--- src/rtl/io_input_port_if.sv ---
// Data-memory bus bundle between the core and io_input_port.
// The core drives we/address/write_data; the peripheral returns
// combinational read_data and hit.
interface io_input_port_if;
   logic        we;
   logic [31:0] address;
   logic [31:0] write_data;
   logic [31:0] read_data;
   logic        hit;

   modport master (
      output we, address, write_data,
      input  read_data, hit
   );

   modport slave (
      input  we, address, write_data,
      output read_data, hit
   );
endinterface

--- src/rtl/io_input_port.sv ---
// io_input_port: memory-mapped input peripheral.
// - Synchronises and debounces push-buttons and slide switches.
// - Records button presses in a sticky W1C EDGE register.
// - Counts button-0 presses in COUNT; any write to COUNT clears it.
// Optional build macro IO_INPUT_IRQ_EN adds the MASK register at 0xC and a
// registered irq output; without it 0xC reads 0 and no MASK flops exist.
//
// Bus semantics: there is no valid/ready handshake. hit is a pure address
// decode. read_data is combinational and side-effect free, 0 when hit=0.
// A write takes effect at the clk edge where we & hit are both 1.
// address[1:0] is ignored.
module io_input_port #(
   parameter int          N_BTN           = 4,
   parameter int          N_SW            = 8,
   parameter int          DEBOUNCE_CYCLES = 50000,
   parameter logic [31:0] BASE_ADDR       = 32'h0000_0100
) (
   input  logic             clk,
   input  logic             reset,
   input  logic [N_BTN-1:0] btn_raw,
   input  logic [N_SW-1:0]  sw_raw,
   io_input_port_if.slave   bus
`ifdef IO_INPUT_IRQ_EN
   ,
   output logic             irq
`endif
);

   localparam int             N_IN     = N_BTN + N_SW;
   localparam int             CW       = $clog2(DEBOUNCE_CYCLES + 1);
   localparam logic [CW-1:0]  CNT_LAST = CW'(DEBOUNCE_CYCLES - 1);

   // Buttons occupy the low bits, switches sit directly above them,
   // which is also the STATUS layout.
   logic [N_IN-1:0]  raw;
   logic [N_IN-1:0]  sync1_q;
   logic [N_IN-1:0]  sync2_q;
   logic [N_IN-1:0]  stable_q;
   logic [N_IN-1:0]  stable_d;
   logic [CW-1:0]    cnt_q [N_IN];
   logic [CW-1:0]    cnt_d [N_IN];

   logic [N_BTN-1:0] btn_prev_q;
   logic [N_BTN-1:0] press;
   logic [N_BTN-1:0] edge_q;
   logic [N_BTN-1:0] edge_d;
   logic [15:0]      count_q;
   logic [15:0]      count_d;

   logic             hit;
   logic [1:0]       offset;
   logic             wr_edge;
   logic             wr_count;
   logic [31:0]      status;
   logic [31:0]      rdata;
   logic             unused_bus;

   assign raw = {sw_raw, btn_raw};

   // Two-flop synchroniser for every raw pin.
   always_ff @(posedge clk or negedge reset) begin
      if (!reset) begin
         sync1_q <= '0;
         sync2_q <= '0;
      end else begin
         sync1_q <= raw;
         sync2_q <= sync1_q;
      end
   end

   // Debounce next state: a level is accepted only after it has differed
   // from the stable level for DEBOUNCE_CYCLES consecutive edges.
   always_comb begin
      stable_d = stable_q;
      for (int i = 0; i < N_IN; i++) begin
         cnt_d[i] = '0;
         if (sync2_q[i] != stable_q[i]) begin
            if (cnt_q[i] == CNT_LAST) begin
               stable_d[i] = sync2_q[i];
            end else begin
               cnt_d[i] = cnt_q[i] + 1'b1;
            end
         end
      end
   end

   // Debounce state: stable levels, per-bit counters, previous button level.
   always_ff @(posedge clk or negedge reset) begin
      if (!reset) begin
         stable_q   <= '0;
         btn_prev_q <= '0;
         for (int i = 0; i < N_IN; i++) begin
            cnt_q[i] <= '0;
         end
      end else begin
         stable_q   <= stable_d;
         btn_prev_q <= stable_q[N_BTN-1:0];
         for (int i = 0; i < N_IN; i++) begin
            cnt_q[i] <= cnt_d[i];
         end
      end
   end

   // One-cycle pulse in the cycle a debounced button first reads 1.
   assign press = stable_q[N_BTN-1:0] & ~btn_prev_q;

   assign hit      = (bus.address[31:4] == BASE_ADDR[31:4]);
   assign offset   = bus.address[3:2];
   assign wr_edge  = bus.we & hit & (offset == 2'd1);
   assign wr_count = bus.we & hit & (offset == 2'd2);

   // EDGE and COUNT next state; a press in the same cycle as a clearing
   // write always survives.
   always_comb begin
      edge_d  = (edge_q & ~(wr_edge ? bus.write_data[N_BTN-1:0] : {N_BTN{1'b0}}))
                | press;
      count_d = count_q;
      if (wr_count) begin
         count_d = '0;
      end
      if (press[0]) begin
         count_d = count_d + 16'd1;
      end
   end

   // Event registers.
   always_ff @(posedge clk or negedge reset) begin
      if (!reset) begin
         edge_q  <= '0;
         count_q <= '0;
      end else begin
         edge_q  <= edge_d;
         count_q <= count_d;
      end
   end

`ifdef IO_INPUT_IRQ_EN
   logic             wr_mask;
   logic [N_BTN-1:0] mask_q;
   logic             irq_q;

   assign wr_mask = bus.we & hit & (offset == 2'd3);

   // Interrupt mask register and registered interrupt request.
   always_ff @(posedge clk or negedge reset) begin
      if (!reset) begin
         mask_q <= '0;
         irq_q  <= 1'b0;
      end else begin
         if (wr_mask) begin
            mask_q <= bus.write_data[N_BTN-1:0];
         end
         irq_q <= |(edge_q & mask_q);
      end
   end

   assign irq = irq_q;
`endif

   // Read data mux; unused bits and misses read as 0.
   always_comb begin
      status           = '0;
      status[N_IN-1:0] = stable_q;
      rdata            = '0;
      if (hit) begin
         case (offset)
            2'd0:    rdata = status;
            2'd1:    rdata[N_BTN-1:0] = edge_q;
            2'd2:    rdata[15:0] = count_q;
`ifdef IO_INPUT_IRQ_EN
            2'd3:    rdata[N_BTN-1:0] = mask_q;
`endif
            default: rdata = '0;
         endcase
      end
   end

   assign bus.read_data = rdata;
   assign bus.hit       = hit;

   // Byte-lane bits and upper write-data bits carry no meaning here.
   assign unused_bus = &{1'b0, bus.address[1:0], bus.write_data[31:N_BTN]};

endmodule

--- src/flat_wrapper.sv ---
// flat-port wrapper written by rule: the top's interface ports become plain ports
module io_input_port_flat 
#(
   parameter int          N_BTN           = 4,
   parameter int          N_SW            = 8,
   parameter int          DEBOUNCE_CYCLES = 50000,
   parameter logic [31:0] BASE_ADDR       = 32'h0000_0100
)
  (clk, reset, btn_raw, sw_raw, bus_we, bus_address, bus_write_data, bus_read_data, bus_hit);
  io_input_port_if bus_i ();
  input  logic clk;
  input  logic reset;
  input  logic [N_BTN-1:0] btn_raw;
  input  logic [N_SW-1:0] sw_raw;
  input wire logic [$bits(bus_i.we)-1:0] bus_we;
  input wire logic [$bits(bus_i.address)-1:0] bus_address;
  input wire logic [$bits(bus_i.write_data)-1:0] bus_write_data;
  output wire logic [$bits(bus_i.read_data)-1:0] bus_read_data;
  output wire logic [$bits(bus_i.hit)-1:0] bus_hit;
  assign bus_i.we = bus_we;
  assign bus_i.address = bus_address;
  assign bus_i.write_data = bus_write_data;
  assign bus_read_data = bus_i.read_data;
  assign bus_hit = bus_i.hit;
  io_input_port #(.N_BTN(N_BTN), .N_SW(N_SW), .DEBOUNCE_CYCLES(DEBOUNCE_CYCLES), .BASE_ADDR(BASE_ADDR)) u_core (.clk(clk), .reset(reset), .btn_raw(btn_raw), .sw_raw(sw_raw), .bus(bus_i));
endmodule
--- config.mk ---
export PLATFORM = sky130hd
export DESIGN_NAME = io_input_port_flat
export DESIGN_NICKNAME = d
export VERILOG_FILES = /design/src/rtl/io_input_port_if.sv /design/src/rtl/io_input_port.sv /design/src/flat_wrapper.sv
export SDC_FILE = /design/constraint.sdc
export NUM_CORES = 1
export LEC_CHECK = 0
export BUFFER_PORTS_ARGS = -buffer_cell sky130_fd_sc_hd__buf_2
export CAP_MARGIN = 40
export CORE_UTILIZATION = 51
export CTS_CLUSTER_DIAMETER = 50
export CTS_CLUSTER_SIZE = 25
export DETAILED_ROUTE_END_ITERATION = 10
export PLACE_DENSITY = 0.7
export RECOVER_POWER = 50
export SETUP_SLACK_MARGIN = 0.1
export SLEW_MARGIN = 5
export SYNTH_ARGS = -nofsm -noshare
export SYNTH_HDL_FRONTEND = slang
export SYNTH_SLANG_ARGS = --single-unit
--- constraint.sdc ---
create_clock -name clk -period 1.97 [get_ports clk]
set_input_delay 0.197 -clock clk [delete_from_list [all_inputs] [get_ports clk]]
set_output_delay 0.197 -clock clk [all_outputs]
set_load 0.05 [all_outputs]
==> results.toml <==
[sta]
setup-violations-final = 0
max_slew.worst_pin.slew_ps = 1510
final_period_minus_worst_setup_slack_ps = 1880
slew-limit-headroom = -0.00745
report.final.slew_viol_count = 53
hold_viol = 0
skew_ps = 16.8
final_min_period_over_clock_period = 0.955
grt_setup_unrepaired = "yes"
clock.fmax_mhz = 531

[critical_path]
cp-end-kind = "output pin"
worst_setup_path_start_kind = "input pin"
timing.critical_path.fanout_max = 5
critical_path_class = "in -> out"
critical_path_required_ps = 1770
critPathArrivalTime_ps = 1690

[yosys]
synth_cell_type_count = 52
postSynth.topFlopCell = "sky130_fd_sc_hd__dfrtp_1"
most_area_consuming_cells_after_synthesis = "sky130_fd_sc_hd__dfrtp_1, sky130_fd_sc_hd__xnor2_1, sky130_fd_sc_hd__nor2_1"
synthCells = 1181
flop_and_latch_count_out_of_synthesis = 252
yosys_warnings = 0
yosysTopAreaCell = "sky130_fd_sc_hd__dfrtp_1"
sequential_element_share_of_the_synthesized_area = 0.521
async_reset_ff_frac = 1.00
syn-mean-instance-area_um2 = 10.3
netlist_area_um2 = 12100
yosysTopAreaCellShare = 0.521
synth-edff-count = 0

[layout]
stdcell_area_um2 = 14700
syn_to_final_growth_pct = 21.7
layout.cells.most_common_list = "sky130_fd_sc_hd__dfrtp_1, sky130_fd_sc_hd__nor2_1, sky130_fd_sc_hd__xnor2_1, sky130_fd_sc_hd__nand4_1, sky130_fd_sc_hd__xor2_1"
fill_cells = 1984
layout-drive-gt1-share = 0.181
nets = 1411
mostFrequentLayoutCell = "sky130_fd_sc_hd__dfrtp_1"
layout.cells.non_filler = 1665

[routing]
avgViaCountPerCell = 5.42
first_iter_violations = 488
remaining_drc_errors = 0
detail_route.wirelength_mm = 24.2
routed_wire_length_per_instance_um = 14.5
first_pass_iters = 5
final_ant_viol_nets = 0
via_count = 9018

[clock_tree]
maximum_clock_insertion_buffer_count = 3
clock-sinks = 252
htree_levels = 1
cts.reportedPaths.clkPinSlew_ps = 70
cts_made_buffers = 31
clk-insertion-delay-late_ps = 560
cts_tree = "done"
clock_tree.root_cell = "sky130_fd_sc_hd__clkbuf_16"

[global_route]
grt_util_all_layers = 0.208
number_of_global_route_vias_before_repair = 8868
globalRouteOverflowTotal = 0
largest_net_degree_at_the_start_of_global_routing = 57
antenna_violations_before_repair = 3
wire_length_of_the_first_global_routing_pass_mm = 41.7

[placed_design]
place_congestion = 0.836
dpl-instance-area_um2 = 13200
port-buffer-count = 65
numPlacedInstances = 1581
detailedPlacementHpwl_mm = 16.5

[run_status]
violations = "max-capacitance violations, max-slew violations"
run_status = "finished with violations"

[floorplanning]
fp.coreArea_um2 = 23400
pin_count = 112
dieArea_um2 = 24400
std_cell_rows = 56
initial_core_util = 0.517
dieHeight_um = 156
fp.dieW_um = 156

[pwr]
ir_worst_vdd_uv = 689
power-per-cell-area_nw_per_um2 = 787
p_leak_uw = 0.00629

[worst_hold_path]
hold_class = "in -> reg"

[run]
drv_cap = 1
==> cells in the mapped netlist, types with 4 or more instances <==
cell type and number:
sky130_fd_sc_hd__dfrtp_1 252, sky130_fd_sc_hd__nor4_1 30, sky130_fd_sc_hd__and4_1 10, sky130_fd_sc_hd__nand2_1 64, sky130_fd_sc_hd__nor2_1 199, sky130_fd_sc_hd__buf_2 7
sky130_fd_sc_hd__nor4bb_1 21, sky130_fd_sc_hd__mux2i_1 12, sky130_fd_sc_hd__o31ai_1 11, sky130_fd_sc_hd__or4_1 11, sky130_fd_sc_hd__nor4b_1 12, sky130_fd_sc_hd__and3_1 44
sky130_fd_sc_hd__nand4_1 72, sky130_fd_sc_hd__or3_1 14, sky130_fd_sc_hd__clkbuf_1 22, sky130_fd_sc_hd__ha_1 13, sky130_fd_sc_hd__xor2_1 72, sky130_fd_sc_hd__nor2b_1 4
sky130_fd_sc_hd__xnor2_1 96, sky130_fd_sc_hd__a21oi_1 30, sky130_fd_sc_hd__or2_2 4, sky130_fd_sc_hd__buf_4 16, sky130_fd_sc_hd__inv_1 14, sky130_fd_sc_hd__o21ai_0 14
sky130_fd_sc_hd__nor3_1 30, sky130_fd_sc_hd__nand3_1 61, sky130_fd_sc_hd__mux2_2 12
==> power by group <==
group	leakage (uW)	switching, uW	internal, uW	total [uW]
registers	0.00339	68.5	5260	5330
logic	0.00238	322	173	495
clock network	0.000521	2650	3120	5770
total	0.00629	3040	8550	11600
==> critical path, cell delays in order <==
cell and delay [ps]:
sky130_fd_sc_hd__buf_6 90, sky130_fd_sc_hd__or4b_4 520, sky130_fd_sc_hd__and3b_2 340, sky130_fd_sc_hd__nand2_4 90, sky130_fd_sc_hd__inv_6 90, sky130_fd_sc_hd__and3_4 210
sky130_fd_sc_hd__buf_12 140
==> per-stage QoR <==
step                      worst slack, ps  power [uW]   util  TNS (ps)  hold slack [ps]
after global placement               -110        5890  0.566     -1720              160
after floorplan                      67.9        5670      -         0            -98.6
after detailed placement             -116        5900  0.566     -2120              156
after CTS                            95.3       11800  0.625         0              155
final                                87.9       11600  0.629         0              185
after global routing                 60.4       12000  0.629         0              189
==> routing by layer <==
layer  wire length [um]  track usage  vias up
li1                   -            -     4440
met3                985       0.0344       48
met4                701       0.0630        0
met5                  0            0        -
met2              11300        0.339      140
met1              11200        0.284     4390
==> final timing paths <==
| path | startpoint | endpoint | slack (ps) | cells past startpoint |
|---|---|---|---|---|
| max | bus_address[9] | bus_read_data[15] | 90 | 7 |
| max reg2reg | u_core.count_q[0]$_DFF_PN0_ | u_core.count_q[14]$_DFF_PN0_ | 180 | 8 |
| min | bus_we | u_core.edge_q[1]$_DFF_PN0_ | 190 | 4 |
| max in group asynchronous | reset | u_core.count_q[2]$_DFF_PN0_ | 370 | 3 |
| min reg2reg | u_core.sync1_q[11]$_DFF_PN0_ | u_core.sync2_q[11]$_DFF_PN0_ | 340 | 0 |
| min in group asynchronous | reset | u_core.cnt_q[23]$_DFF_PN0_ | 550 | 2 |
==> repair_timing <==
item | 4_1_cts | 5_1_grt
setup buffers | 3 | 4
endpoints found under the setup margin | 17 | 54
resized for setup | 38 | 17
hold buffers | 17 | 0
pin swaps | 2 | 5
endpoints found under the hold margin | 233 | 0
==> kinds of logic after synthesis <==
family,after synthesis,share of synthesized area
AO/OA/AOI/OAI,65,0.0330
other,1,0.000310
adder cells (fa/ha/maj),13,0.0134
buffers and inverters,60,0.0243
flip-flops,252,0.521
multiplexers,24,0.0211
XOR/XNOR,168,0.122
AND/OR/NAND/NOR,598,0.265
==> flip-flops by register name, summed over array words and instances, names as in the netlist <==
signal and count:
u_core.cnt_q 192, u_core.count_q 16, u_core.stable_q 12, u_core.sync1_q 12
u_core.sync2_q 12, u_core.btn_prev_q 4, u_core.edge_q 4
==> cell type report <==
cell class,instances,area [um^2],share of cell area
clock buffer,32,779,0.0529
inverter,15,61.3,0.00416
antenna,3,7.51,0.000510
sequential,252,6310,0.428
timing repair buffer,135,1120,0.0758
tap,319,399,0.0271
clock inverter,25,305,0.0207
multi-input combinational,884,5750,0.391
Power figures use the tool's default switching activity.
